### src/rtl/ram_sum_sequencer_if.sv
// RAM-side bus used by ram_sum_sequencer.
//   address : word address into the 1024 x 10 RAM
//   we      : synchronous write enable
//   wdata   : write data
//   rdata   : asynchronous read data for the current address
// master modport is the sequencer; slave modport is the RAM.
interface ram_sum_sequencer_if;
  logic [9:0] address;
  logic       we;
  logic [9:0] wdata;
  logic [9:0] rdata;

  modport master (output address, output we, output wdata, input rdata);
  modport slave  (input address, input we, input wdata, output rdata);
endinterface

### src/rtl/ram_sum_sequencer.sv
// ram_sum_sequencer: on a start pulse, fetches a base pointer from RAM[PTR_ADDR],
// sums NUM_OPS consecutive signed 10-bit words starting at that pointer, writes
// the sum to the word after the operands and reports result/overflow.
// Ports:
//   clk      : rising-edge clock
//   reset    : asynchronous active-high reset
//   start    : one-cycle request, sampled only in IDLE
//   ram      : RAM bus (address/we/wdata out, rdata in)
//   busy     : high in every state except IDLE
//   done     : one-cycle completion pulse
//   result   : last sum written, held until the next completion
//   overflow : sticky signed overflow of the last run, held with result
module ram_sum_sequencer #(
  parameter logic [9:0]  PTR_ADDR = 10'd0,
  parameter int unsigned NUM_OPS  = 2
) (
  input  logic                    clk,
  input  logic                    reset,
  input  logic                    start,
  ram_sum_sequencer_if.master     ram,
  output logic                    busy,
  output logic                    done,
  output logic [9:0]              result,
  output logic                    overflow
);

  typedef enum logic [2:0] {
    S_IDLE,
    S_FETCH,
    S_READ,
    S_WRITE,
    S_DONE
  } state_e;

  state_e     state_q, state_d;
  logic [9:0] ptr_q, ptr_d;
  logic [9:0] acc_q, acc_d;
  logic       ovf_q, ovf_d;
  logic [4:0] idx_q, idx_d;
  logic [9:0] result_q, result_d;
  logic       overflow_q, overflow_d;
  logic [9:0] address_q, address_d;
  logic       we_q, we_d;
  logic [9:0] wdata_q, wdata_d;
  logic       busy_q, busy_d;
  logic       done_q, done_d;
  logic [9:0] sum;

  // Every output is a flop, so each one is decoded from the next state and
  // the next datapath values rather than from the current state.
  always_comb begin
    state_d    = state_q;
    ptr_d      = ptr_q;
    acc_d      = acc_q;
    ovf_d      = ovf_q;
    idx_d      = idx_q;
    result_d   = result_q;
    overflow_d = overflow_q;
    sum        = acc_q + ram.rdata;

    unique case (state_q)
      S_IDLE: begin
        if (start) state_d = S_FETCH;
      end
      S_FETCH: begin
        ptr_d   = ram.rdata;
        acc_d   = '0;
        ovf_d   = 1'b0;
        idx_d   = '0;
        state_d = S_READ;
      end
      S_READ: begin
        acc_d = sum;
        // Signed overflow: operands agree in sign, sum disagrees.
        ovf_d = ovf_q | ((acc_q[9] == ram.rdata[9]) && (sum[9] != acc_q[9]));
        idx_d = idx_q + 5'd1;
        if (idx_q == 5'(NUM_OPS - 1)) state_d = S_WRITE;
      end
      S_WRITE: begin
        result_d   = acc_q;
        overflow_d = ovf_q;
        state_d    = S_DONE;
      end
      S_DONE: begin
        state_d = S_IDLE;
      end
      default: state_d = S_IDLE;
    endcase

    address_d = PTR_ADDR;
    we_d      = 1'b0;
    wdata_d   = '0;
    busy_d    = (state_d != S_IDLE);
    done_d    = (state_d == S_DONE);
    unique case (state_d)
      S_READ:  address_d = ptr_d + 10'(idx_d);
      S_WRITE: begin
        address_d = ptr_d + 10'(NUM_OPS);
        we_d      = 1'b1;
        wdata_d   = acc_d;
      end
      default: address_d = PTR_ADDR;
    endcase
  end

  always_ff @(posedge clk or posedge reset) begin
    if (reset) begin
      state_q    <= S_IDLE;
      ptr_q      <= '0;
      acc_q      <= '0;
      ovf_q      <= 1'b0;
      idx_q      <= '0;
      result_q   <= '0;
      overflow_q <= 1'b0;
      address_q  <= '0;
      we_q       <= 1'b0;
      wdata_q    <= '0;
      busy_q     <= 1'b0;
      done_q     <= 1'b0;
    end else begin
      state_q    <= state_d;
      ptr_q      <= ptr_d;
      acc_q      <= acc_d;
      ovf_q      <= ovf_d;
      idx_q      <= idx_d;
      result_q   <= result_d;
      overflow_q <= overflow_d;
      address_q  <= address_d;
      we_q       <= we_d;
      wdata_q    <= wdata_d;
      busy_q     <= busy_d;
      done_q     <= done_d;
    end
  end

  assign ram.address = address_q;
  assign ram.we      = we_q;
  assign ram.wdata   = wdata_q;
  assign busy        = busy_q;
  assign done        = done_q;
  assign result      = result_q;
  assign overflow    = overflow_q;

endmodule
### src/flat_wrapper.sv
// flat-port wrapper written by rule: the top's interface ports become plain ports
module ram_sum_sequencer_flat 
#(
  parameter logic [9:0]  PTR_ADDR = 10'd0,
  parameter int unsigned NUM_OPS  = 2
)
  (clk, reset, start, busy, done, result, overflow, ram_address, ram_we, ram_wdata, ram_rdata);
  ram_sum_sequencer_if ram_i ();
  input  logic clk;
  input  logic reset;
  input  logic start;
  output logic busy;
  output logic done;
  output logic [9:0] result;
  output logic overflow;
  output wire logic [$bits(ram_i.address)-1:0] ram_address;
  output wire logic [$bits(ram_i.we)-1:0] ram_we;
  output wire logic [$bits(ram_i.wdata)-1:0] ram_wdata;
  input wire logic [$bits(ram_i.rdata)-1:0] ram_rdata;
  assign ram_address = ram_i.address;
  assign ram_we = ram_i.we;
  assign ram_wdata = ram_i.wdata;
  assign ram_i.rdata = ram_rdata;
  ram_sum_sequencer #(.PTR_ADDR(PTR_ADDR), .NUM_OPS(NUM_OPS)) u_core (.clk(clk), .reset(reset), .start(start), .ram(ram_i), .busy(busy), .done(done), .result(result), .overflow(overflow));
endmodule
### config.mk
export PLATFORM = sky130hd
export DESIGN_NAME = ram_sum_sequencer_flat
export DESIGN_NICKNAME = d
export VERILOG_FILES = /design/src/rtl/ram_sum_sequencer_if.sv /design/src/rtl/ram_sum_sequencer.sv /design/src/flat_wrapper.sv
export SDC_FILE = /design/constraint.sdc
export NUM_CORES = 1
export LEC_CHECK = 0
export BUFFER_PORTS_ARGS = -buffer_cell sky130_fd_sc_hd__buf_2
export CAP_MARGIN = 20
export CORE_MARGIN = 3
export CORE_UTILIZATION = 53
export CTS_BUF_LIST = sky130_fd_sc_hd__clkbuf_8
export DETAILED_ROUTE_END_ITERATION = 8
export GPL_TIMING_DRIVEN = 0
export PLACE_DENSITY = 0.85
export SYNTH_ARGS = -nofsm -noshare
export SYNTH_HDL_FRONTEND = slang
export SYNTH_SLANG_ARGS = --single-unit
### constraint.sdc
create_clock -name clk -period 2.9 [get_ports clk]
set_input_delay 0.58 -clock clk [delete_from_list [all_inputs] [get_ports clk]]
set_output_delay 0.58 -clock clk [all_outputs]
set_load 0.005 [all_outputs]
* Word level (Yosys, flattened, before mapping)
Index checks and enable logic that the tools add are counted.
** Cells by class
- $add $sub $neg :: 4
- Eq/ne operators :: 9
- Mux-type cells :: 10
- Bitwise logic cells :: 1
- Reductions and logical operators :: 4
** Operators with widths (number)
- $pmux W10 S2 :: 2
- $mux W10 :: 2
- $eq A3 B2 Y1 const B :: 4
- $pmux W3 S4 :: 1
- $add A10 B10 Y10 :: 1
- $add A10 B2 Y10 const B :: 1
- $add A10 B5 Y10 :: 1
- $pmux W5 S2 :: 1
- $mux W3 :: 2
- $add A5 B1 Y5 const B :: 1
- $eq A5 B1 Y1 const B :: 1
- $eq A3 B1 Y1 const B :: 1
- $eq A3 B3 Y1 const B :: 1
- $logic_not A3 Y1 :: 1
- $reduce_bool A3 Y1 :: 1
- $pmux W1 S2 :: 1
- $reduce_bool A2 Y1 :: 1
- $eq A1 B1 Y1 :: 1
- $logic_and A1 B1 Y1 :: 1
- $mux W1 :: 1
- $ne A1 B1 Y1 :: 1
- $or A1 B1 Y1 :: 1
** Storage, ports and cells
- Register bits :: 63
- Bits of input ports :: 13
- Word-level logic and storage cells :: 40

* Depth between registers and ports, before layout
Gate-level depths: netlist of the first run.
- Depth after elaboration :: 5
- Gate-level depth with buffers :: 14
- Gate-level depth less buffers :: 13

* Worst setup path before layout of the first run
OpenSTA, ideal clock, no wires.
- Path kind :: reg2reg
- Start point :: reg u_core.state_q[1]
- End point :: reg u_core.address_q[8], in the netlist u_core.ram.address[8]
- Arrival :: 2.980 ns
- Required time :: 2.778 ns
- Slack :: -0.202 ns
- Cell stages (with the launch flop) :: 15
- Buffers on the path :: 2
- Cell sequence :: dfrtp_1 -> nor3b_1 -> buf_2 -> nor2_1 -> clkbuf_1 -> nand2_1 -> o21ai_0 -> ha_1 -> fa_1 -> a21o_1 -> a21oi_1 -> o21bai_1 -> a22o_1 -> a21oi_1 -> a21oi_1
** On the way
- Cells in the longest elaborated chain, start to end :: 4
- Elaborated cells on any way between the ends :: 14
** Ends and longest elaborated chain
- start: declaration :: RTL line ram_sum_sequencer.sv:35 : state_e state_q, state_d;
- start signal: assignment :: RTL line ram_sum_sequencer.sv:121 : state_q <= state_d;
- $eq A3 B2 Y1 or $eq A3 B1 Y1 (tied branches) :: RTL line ram_sum_sequencer.sv:61 : unique case (state_q)
- $pmux W5 S2 (*) :: RTL line ram_sum_sequencer.sv:61
- via u_core.idx_d[0] :: RTL line ram_sum_sequencer.sv:39 : logic [4:0] idx_q, idx_d;
- $add A10 B5 Y10 (*) :: RTL line ram_sum_sequencer.sv:96 : S_READ: address_d = ptr_d + 10'(idx_d);
- $pmux W10 S2 (*) :: RTL line ram_sum_sequencer.sv:95 : unique case (state_d)
- via u_core.address_d[8] :: RTL line ram_sum_sequencer.sv:42 : logic [9:0] address_q, address_d;
- end signal: assignment :: RTL line ram_sum_sequencer.sv:128 : address_q <= address_d;
- end: declaration :: RTL line ram_sum_sequencer.sv:42
The timed path passes the listed nets; every way through them passes the cells marked *.
A chain may end at the register's enable or synchronous reset.

* Worst setup path after layout of the first run
- Start point :: reg u_core.state_q[1]
- End point :: reg u_core.address_q[8], in the netlist u_core.ram.address[8]
** On the way
- Cells in the longest elaborated chain, start to end :: 4
- Elaborated cells on any way between the ends :: 14
** Ends and longest elaborated chain
- $eq A3 B1 Y1 (*) :: RTL line ram_sum_sequencer.sv:61
- $mux W10 (*) :: RTL line ram_sum_sequencer.sv:61
- via u_core.ptr_d[0] :: RTL line ram_sum_sequencer.sv:36 : logic [9:0] ptr_q, ptr_d;
- $add A10 B2 Y10 or $add A10 B5 Y10 (tied branches) :: RTL line ram_sum_sequencer.sv:98, ram_sum_sequencer.sv:96
- $pmux W10 S2 (*) :: RTL line ram_sum_sequencer.sv:95
- via u_core.address_d[8] :: RTL line ram_sum_sequencer.sv:42
Marks and branches as above.

==> results of run 1 <==
routing by layer:
layer | up-vias | global-route usage, % | share of wire (%)
met5 | - | 0 | 0
met4 | 0 | 9.31 | 1.2
met3 | 10 | 5.31 | 5.7
met2 | 74 | 37.7 | 50
met1 | 1207 | 26.5 | 43
li1 | 1213 | - | -
worst register-to-register path, cell delays in order, from the launching register on:
cell	delay, ps
dfrtp_2	450
or3b_4	420
buf_12	170
nand2_1	70
nand2_1	90
ha_2	210
fa_2	350
a21o_1	170
a21oi_2	170
o21bai_2	90
a22o_1	270
a21oi_1	150
a21oi_1	50
power by group:
| part | internal, W | switching [W] | total [W] |
|---|---|---|---|
| Clock | 0.000409 | 0.000319 | 0.000729 |
| Sequential | 0.00122 | 0.000208 | 0.00142 |
| Combinational | 0.000909 | 0.00119 | 0.00210 |
final cells by class:
class	instances	area (µm²)	share of cell area (%)
Buffer	6	50.0	1.33
Clock inverter	6	52.6	1.40
Clock buffer	10	138	3.66
Sequential cell	63	1580	42.0
Inverter	15	56.3	1.50
Tap cell	72	90.1	2.39
Timing Repair Buffer	53	295	7.85
Multi-Input combinational cell	229	1500	39.9
sequential cells by signal, summed over array words and instances, names as in the netlist:
name and count:
u_core.idx_q 5, u_core.result 10, u_core.busy 1, u_core.ovf_q 1
u_core.ram.we 1, u_core.ptr_q 10, u_core.overflow 1, u_core.state_q 3
u_core.ram.wdata 10, u_core.ram.address 10, u_core.done 1, u_core.acc_q 10
cells by family after synthesis:
logic type | synth area share, %
buf+inv | 3.18
flops | 50.6
fa+ha+maj | 8.12
mux | 2.73
simple gates | 17.5
xor+xnor | 4.22
compound gates | 13.6
what timing repair did:
| action | 4_1_cts | 5_1_grt |
|---|---|---|
| gates resized for setup | 11 | 19 |
| setup endpoints to repair | 6 | 5 |
| cloned | 0 | 0 |
| buffers inserted | 3 | 3 |
| pin swaps | 2 | 3 |
worst min path at each step:
stage                     startpoint  depth (start not counted)             endpoint  slack [ps]
floorplan               u_core.ovf_q                          2      u_core.overflow         440
CTS                            reset                          2      u_core.ptr_q[1]         350
finish                         reset                          2  u_core.ram.wdata[2]         330
global route                   reset                          2  u_core.ram.wdata[2]         380
detailed placement  u_core.result[0]                          2     u_core.result[0]         460
global placement    u_core.result[3]                          2     u_core.result[3]         450
metrics by stage:
stage	cells	setup TNS (ps)	cell area [µm²]	utilization, %
after floorplan	316	0	3120	-
after global placement	434	-1400	3440	61.4
after detailed placement	435	-1650	3460	61.8
after CTS	451	0	3700	65.9
after global routing	454	-67.3	3760	67.1
final	454	0	3760	67.1
cell usage in the layout (no fill, tap or decap), drive strengths merged, types with 2 or more instances in the layout:
| master | synthesis | routed |
|---|---|---|
| clkbuf | 7 | 13 |
| a21oi | 22 | 22 |
| nor2b | 3 | 3 |
| a22o | 6 | 6 |
| xor2 | 4 | 4 |
| fa | 2 | 2 |
| dfrtp | 63 | 63 |
| ha | 17 | 17 |
| nor2 | 17 | 17 |
| o22ai | 5 | 5 |
| a21o | 5 | 5 |
| a31oi | 3 | 3 |
| nand2 | 64 | 64 |
| a211oi | 2 | 2 |
| xnor2 | 11 | 11 |
| inv | 15 | 17 |
| buf | 2 | 56 |
| mux2i | 6 | 6 |
| nand2b | 2 | 2 |
| clkinv | 0 | 3 |
| and3 | 5 | 5 |
| nand3 | 9 | 9 |
| nand4 | 7 | 7 |
| nor3 | 5 | 5 |
| o21bai | 2 | 2 |
| o21ai | 23 | 23 |
==> impl_metrics.json, run 1 <==
{
  "reg2reg_to": "u_core.ram.address[8]",
  "crit_arrival_ps": 3000,
  "crit_buf_inv": 1,
  "dr.pass1.iters": 4,
  "wl_per_cell_um": 15.2,
  "cp-end-kind": "flip-flop",
  "wl_um": 6910,
  "routabilityCongestion": 0.856,
  "synth_cell_types": 39,
  "hold_viol": 0,
  "ys_warn_count": 0,
  "cts_buffers": 9,
  "yosysTopAreaCell": "dfrtp_1",
  "crit_fanout": 19,
  "fin_crit_ps": 2780,
  "cp_slowest_cell": "dfrtp_2",
  "antenna_left": 0,
  "postCtsHoldBufs": 0,
  "critPathRequiredTime_ps": 3120,
  "max_freq_mhz": 360,
  "ys_seq_area_share_pct": 50.6,
  "first_iter_violations": 98,
  "async_flop_share_pct": 100,
  "cp_cell_sequence": "or3b_4, buf_12, nand2_1, nand2_1, ha_2, fa_2, a21o_1, a21oi_2, o21bai_2, a22o_1, a21oi_1, a21oi_1",
  "cap_violations": 0,
  "area_growth_pct": 20.9,
  "endpoint": "u_core.ram.address[8]",
  "finalCritPeriodShare_pct": 95.8,
  "rows": 27,
  "nets": 409,
  "grt.overflow.total": 0,
  "syn_avg_cell_area_um2": 9.85,
  "synth_area_leaders": "dfrtp_1 (51%), nand2_1 (7.6%), ha_1 (6.8%), o21ai_0 (3.7%), a21oi_1 (3.4%)",
  "drt-vias-per-instance": 5.52,
  "core_um2": 5610,
  "status": "finished, final reports clean",
  "r2r-start": "u_core.state_q[1]",
  "finClkSkew_ps": 7.37,
  "initial_core_util_pct": 55.5,
  "drcViolationCount": 0,
  "antenna_found_initial": 0,
  "syn-num-nets": 348,
  "cp-startpoint": "u_core.state_q[1]",
  "setup_viol": 0,
  "synth_top_flop_cell": "dfrtp_1",
  "synth.cell_area_um2": 3110,
  "clkSinkCount": 63,
  "antenna_cells": 0,
  "grt_usage_pct": 22.1,
  "clk_pin_slew_ps": 60,
  "cp.depth": 12,
  "finalPower_w": 0.00425,
  "slew_viol_final": 0,
  "grt_pass1_vias": 2588,
  "chipHeight_um": 82.6,
  "io_buffers": 46,
  "fillCellCount": 442,
  "rrSetupSlack_ps": 120,
  "worst_slack_ps": 121,
  "cp_top_family": "compound AO/OA/AOI/OAI gates",
  "htreeDepth": 3,
  "dr_total_vias": 2504,
  "grt_max_degree": 35,
  "io_pins": 47,
  "synth_commonest_cells": "dfrtp_1 (63), nand2_1 (63), o21ai_0 (23), a21oi_1 (21)",
  "die_w_um": 82.6,
  "pre_cts_ws_ps": -454,
  "clk_latency_ps": 340,
  "worstRegToRegCells": 12,
  "ys_ff_latch": 63,
  "synth_edf_count": 0,
  "powerDensity_nw_per_um2": 1130,
  "syn_inst": 316,
  "place_hpwl_um": 5110,
  "max_stage_delay_ps": 450,
  "p_leak_nw": 1.98,
  "worstHoldPathType": "in2async",
  "drive_gt1_share_pct": 24.6,
  "cp-start-kind": "flip-flop",
  "clockBufferDepth": 2,
  "die_area_um2": 6830,
  "worstSetupPathType": "reg2reg",
  "worstMarginPinSlew_ps": 669,
  "slew_headroom_pct": 55.0,
  "whs_ps": 327,
  "grt_pass1_wl_um": 11400,
  "irDropWorstVdd_mv": 0.587,
  "cts_tree": "done",
  "cts-root-buf": "clkbuf_8",
  "synth_top_area_share_pct": 50.6
}
Power figures use the tool's default switching activity.
==> inputs of run 2 (changes only) <==
--- a/config.mk
+++ b/config.mk
@@ -12,7 +12,7 @@
 export CTS_BUF_LIST = sky130_fd_sc_hd__clkbuf_8
 export DETAILED_ROUTE_END_ITERATION = 8
 export GPL_TIMING_DRIVEN = 0
-export PLACE_DENSITY = 0.85
+export PLACE_DENSITY = 0.78
 export SYNTH_ARGS = -nofsm -noshare
 export SYNTH_HDL_FRONTEND = slang
 export SYNTH_SLANG_ARGS = --single-unit
==> impl_metrics.json, run 2 (synthesized netlist as in run 1, its figures left out) <==
{
  "cts_buffers": 9,
  "routabilityCongestion": 0.869,
  "r2r-start": "u_core.state_q[1]",
  "rows": 27,
  "grt_pass1_wl_um": 11100,
  "cp-end-kind": "flip-flop",
  "io_pins": 47,
  "fin_cells": 455,
  "cp-start-kind": "flip-flop",
  "clk_latency_ps": 340,
  "layout_common_cells": "nand2_1 (61), dfrtp_1 (61), buf_2 (46), a21oi_1 (20), o21ai_0 (18)",
  "worst_slack_ps": 88.0,
  "core_um2": 5610,
  "wl_um": 6740,
  "antenna_found_initial": 0,
  "cp-startpoint": "u_core.state_q[1]",
  "place_hpwl_um": 4990,
  "htreeDepth": 3,
  "slew_viol_final": 0,
  "worstHoldPathType": "in2async",
  "max_freq_mhz": 356,
  "crit_fanout": 19,
  "antenna_cells": 0,
  "cts-root-buf": "clkbuf_8",
  "dr.pass1.iters": 4,
  "drt-vias-per-instance": 5.46,
  "clockBufferDepth": 2,
  "worstRegToRegCells": 12,
  "status": "finished, final reports clean",
  "critPathRequiredTime_ps": 3150,
  "fin_crit_ps": 2810,
  "grt_usage_pct": 22.1,
  "grt_pass1_vias": 2389,
  "fillCellCount": 428,
  "slew_headroom_pct": 50.9,
  "antenna_left": 0,
  "grt_max_degree": 36,
  "io_buffers": 46,
  "nets": 412,
  "hold_viol": 0,
  "cap_violations": 0,
  "dr_total_vias": 2485,
  "setup_viol": 0,
  "irDropWorstVdd_mv": 0.565,
  "clk_pin_slew_ps": 60,
  "rrSetupSlack_ps": 90,
  "area_growth_pct": 20.6,
  "finClkSkew_ps": 5.66,
  "p_leak_nw": 1.97,
  "chipHeight_um": 82.6,
  "drcViolationCount": 0,
  "finalPower_w": 0.00418,
  "final_util_pct": 67.0,
  "place_inst": 435,
  "cts_tree": "done",
  "wl_per_cell_um": 14.8,
  "crit_arrival_ps": 3060,
  "reg2reg_to": "u_core.ram.address[9]",
  "first_iter_violations": 113,
  "finalCritPeriodShare_pct": 97.0,
  "drive_gt1_share_pct": 24.0,
  "worstMarginPinSlew_ps": 735,
  "worstSetupPathType": "reg2reg",
  "die_area_um2": 6830,
  "die_w_um": 82.6,
  "grt.overflow.total": 0,
  "pre_cts_ws_ps": -488,
  "powerDensity_nw_per_um2": 1110,
  "initial_core_util_pct": 55.5,
  "clkSinkCount": 63
}
-- run 2: critical path, stage by stage (launching register included) --
cell      delay, ps
dfrtp_2         450
or3b_4          420
buf_8           180
nand2_1         120
o21ai_4         100
ha_1            320
a211oi_1        330
o21bai_1        130
a21o_1          200
buf_4           140
a21oi_1         110
nor2_1           50
mux2i_1         180
-- run 2: cell type report --
cell class	count	area [µm²]	area share [%]
clock buffers	11	151	4.03
multi-input cells	229	1500	40.0
flip-flops and latches	63	1580	42.1
plain buffers	6	45.0	1.20
repair buffers	56	318	8.46
clock inverters	3	12.5	0.333
inverters	15	56.3	1.50
well taps	72	90.1	2.40
-- run 2: per-stage QoR --
stage          hold WS, ps  area [µm²]  TNS (ps)
4_1_cts                322        3680         0
6_report               317        3750         0
5_1_grt                353        3750     -28.1
3_3_place_gp           452        3440     -1560
2_1_floorplan          438        3120         0
3_5_place_dp           457        3460     -1860
-- run 2: worst max-delay path by stage --
stage	end
6_report	u_core.ram.address[9]
5_1_grt	u_core.ram.address[7]
4_1_cts	u_core.ram.address[6]
3_5_place_dp	u_core.ram.address[6]
3_3_place_gp	u_core.ram.address[8]
2_1_floorplan	u_core.ram.address[8]
-- run 2: where the power goes --
| part | total, W | leakage, nW | internal [W] | switching [W] |
|---|---|---|---|---|
| logic | 0.00211 | 1.06 | 0.000925 | 0.00118 |
| registers | 0.00142 | 0.815 | 0.00122 | 0.000205 |
| clock network | 0.000652 | 0.0937 | 0.000339 | 0.000312 |
-- run 2: what timing repair did --
action,4_1_cts,5_1_grt
pin swaps,1,4
resized for setup,12,15
buffers inserted,4,5
hold buffers,0,0
setup endpoints to repair,6,4
-- run 2: layer usage --
metal	GRT usage (%)	wire length [µm]
met3	5.21	370
met1	28.5	3050
met2	35.3	3200
met4	10.1	106
met5	0	0
==> inputs of run 3 (changes only) <==
--- a/config.mk
+++ b/config.mk
@@ -13,6 +13,7 @@
 export DETAILED_ROUTE_END_ITERATION = 8
 export GPL_TIMING_DRIVEN = 0
 export PLACE_DENSITY = 0.78
+export SETUP_SLACK_MARGIN = 0.1
 export SYNTH_ARGS = -nofsm -noshare
 export SYNTH_HDL_FRONTEND = slang
 export SYNTH_SLANG_ARGS = --single-unit
==> impl_metrics.json, run 3 (synthesized netlist as in run 1, its figures left out) <==
{
  "max_stage_delay_ps": 410,
  "grt.overflow.total": 0,
  "final_util_pct": 70.7,
  "rows": 27,
  "first_iter_violations": 121,
  "antenna_cells": 0,
  "core_um2": 5610,
  "drive_gt1_share_pct": 28.9,
  "die_area_um2": 6830,
  "layout_common_cells": "dfrtp_1 (61), nand2_1 (60), buf_2 (47), buf_4 (20)",
  "dr_total_vias": 2598,
  "stdcell_area_um2": 3960,
  "worstHoldPathType": "in2async",
  "cts_tree": "done",
  "finClkSkew_ps": 6.22,
  "cap_violations": 0,
  "clk_latency_ps": 340,
  "p_leak_nw": 2.07,
  "top_usage_layer": "met2",
  "use_met2_pct": 38.5,
  "cpMostUsedCell": "a21oi_2",
  "nets": 426,
  "slew_headroom_pct": 55.6,
  "cp_cell_sequence": "buf_6, or3b_4, buf_12, nand2_2, nand2_2, ha_4, fa_2, a21o_1, a21oi_2, o21bai_1, a22o_1, a21oi_2, a21oi_2",
  "grt_pass1_wl_um": 11400,
  "dpl_cell_area_um2": 3480,
  "cp-end-kind": "flip-flop",
  "fin_crit_ps": 2790,
  "worstSetupPathType": "reg2reg",
  "worstMarginPinSlew_ps": 665,
  "critPathRequiredTime_ps": 3120,
  "powerDensity_nw_per_um2": 1150,
  "grt.met1_usage_pct": 27.8,
  "slew_viol_final": 0,
  "io_buffers": 46,
  "grt_usage_pct": 23.0,
  "clockBufferDepth": 2,
  "grt_max_degree": 35,
  "rsz0062_at_grt": "true",
  "use_met3_pct": 4.12,
  "status": "finished, final reports clean",
  "max_freq_mhz": 359,
  "cts-root-buf": "clkbuf_8",
  "routabilityCongestion": 0.873,
  "clk_pin_slew_ps": 60,
  "area_growth_pct": 27.3,
  "wl_um": 7370,
  "grt_pass1_vias": 2460,
  "irDropWorstVdd_mv": 0.618,
  "rrSetupSlack_ps": 110,
  "cp-start-kind": "flip-flop",
  "setup_viol": 0,
  "io_pins": 47,
  "drcViolationCount": 0,
  "die_w_um": 82.6,
  "place_hpwl_um": 4940,
  "cp_slowest_cell": "dfrtp_1",
  "clkSinkCount": 63,
  "finalCritPeriodShare_pct": 96.1,
  "antenna_found_initial": 0,
  "tns_ps": 0,
  "drt-vias-per-instance": 5.53,
  "chipHeight_um": 82.6,
  "crit_arrival_ps": 3010,
  "initial_core_util_pct": 55.5,
  "antenna_left": 0,
  "cts_buffers": 9,
  "final_common_cell": "dfrtp_1",
  "hold_viol": 0,
  "htreeDepth": 3,
  "dr.pass1.iters": 4,
  "postCtsHoldBufs": 0,
  "crit_fanout": 5,
  "wl_per_cell_um": 15.7
}
[run 3: cell types whose count changed in the layout (fill, tap and decap cells not counted), moves of 2 or more]
| cell | delta |
|---|---|
| a21oi_1 | -3 |
| buf_4 | +11 |
| ha_1 | -2 |
| a21oi_2 | +3 |
[run 3: what timing repair did]
item,4_1_cts,5_1_grt
pin swaps,7,13
endpoints found under the hold margin,0,0
setup endpoints to repair,6,5
gates resized for setup,19,25
buffers inserted,9,11
cloned,0,1
[run 3: report_power, final]
group / internal (W) / leakage [nW] / switching, W
Sequential: 0.00122 / 0.815 / 0.000221
Combinational: 0.00115 / 1.15 / 0.00132
Clock: 0.000366 / 0.102 / 0.000303
Total: 0.00273 / 2.07 / 0.00184
[run 3: worst max-delay path: cells and delay by family, from the launching register on]
kind            cells  cell delay [ps]
simple gates        3              530
compound gates      6              950
flops               1              410
fa+ha+maj           2              530
buf+inv             2              270
[run 3: metrics by stage]
| step | power (W) | hold slack (ps) | instances | setup slack (ps) |
|---|---|---|---|---|
| finish | 0.00458 | 329 | 470 | 113 |
| global route | 0.00494 | 373 | 470 | 11.7 |
| CTS | 0.00426 | 341 | 458 | 90.8 |
| detailed placement | 0.00338 | 459 | 435 | -300 |
| global placement | 0.00329 | 452 | 434 | -282 |
| floorplan | 0.00283 | 438 | 316 | 124 |
[run 3: final timing paths]
path / from / end / cells after the start
setup / recovery: u_core.state_q[0] / u_core.ram.address[8] / 13
hold / removal: reset / u_core.result[0] / 2
setup reg to reg: u_core.state_q[0] / u_core.ram.address[8] / 13
hold reg to reg: u_core.result[7] / u_core.result[7] / 2
min in group clk: u_core.result[7] / u_core.result[7] / 2
max in group asynchronous: reset / u_core.state_q[1] / 3
[run 3: routing by layer]
layer	up-vias	wire length, µm
met4	0	229
met1	1254	3140
met3	19	386
met2	77	3610
li1	1248	-
met5	-	0
[run 3: cell type report]
cell class                      count  area [µm²]
Sequential cell                    63        1580
Buffer                              8        70.1
Tap cell                           72        90.1
Timing Repair Buffer               68         429
Inverter                           15        56.3
Multi-Input combinational cell    229        1560
Clock inverter                      3        11.3
Clock buffer                       12         165
Fill cell                         417        1640
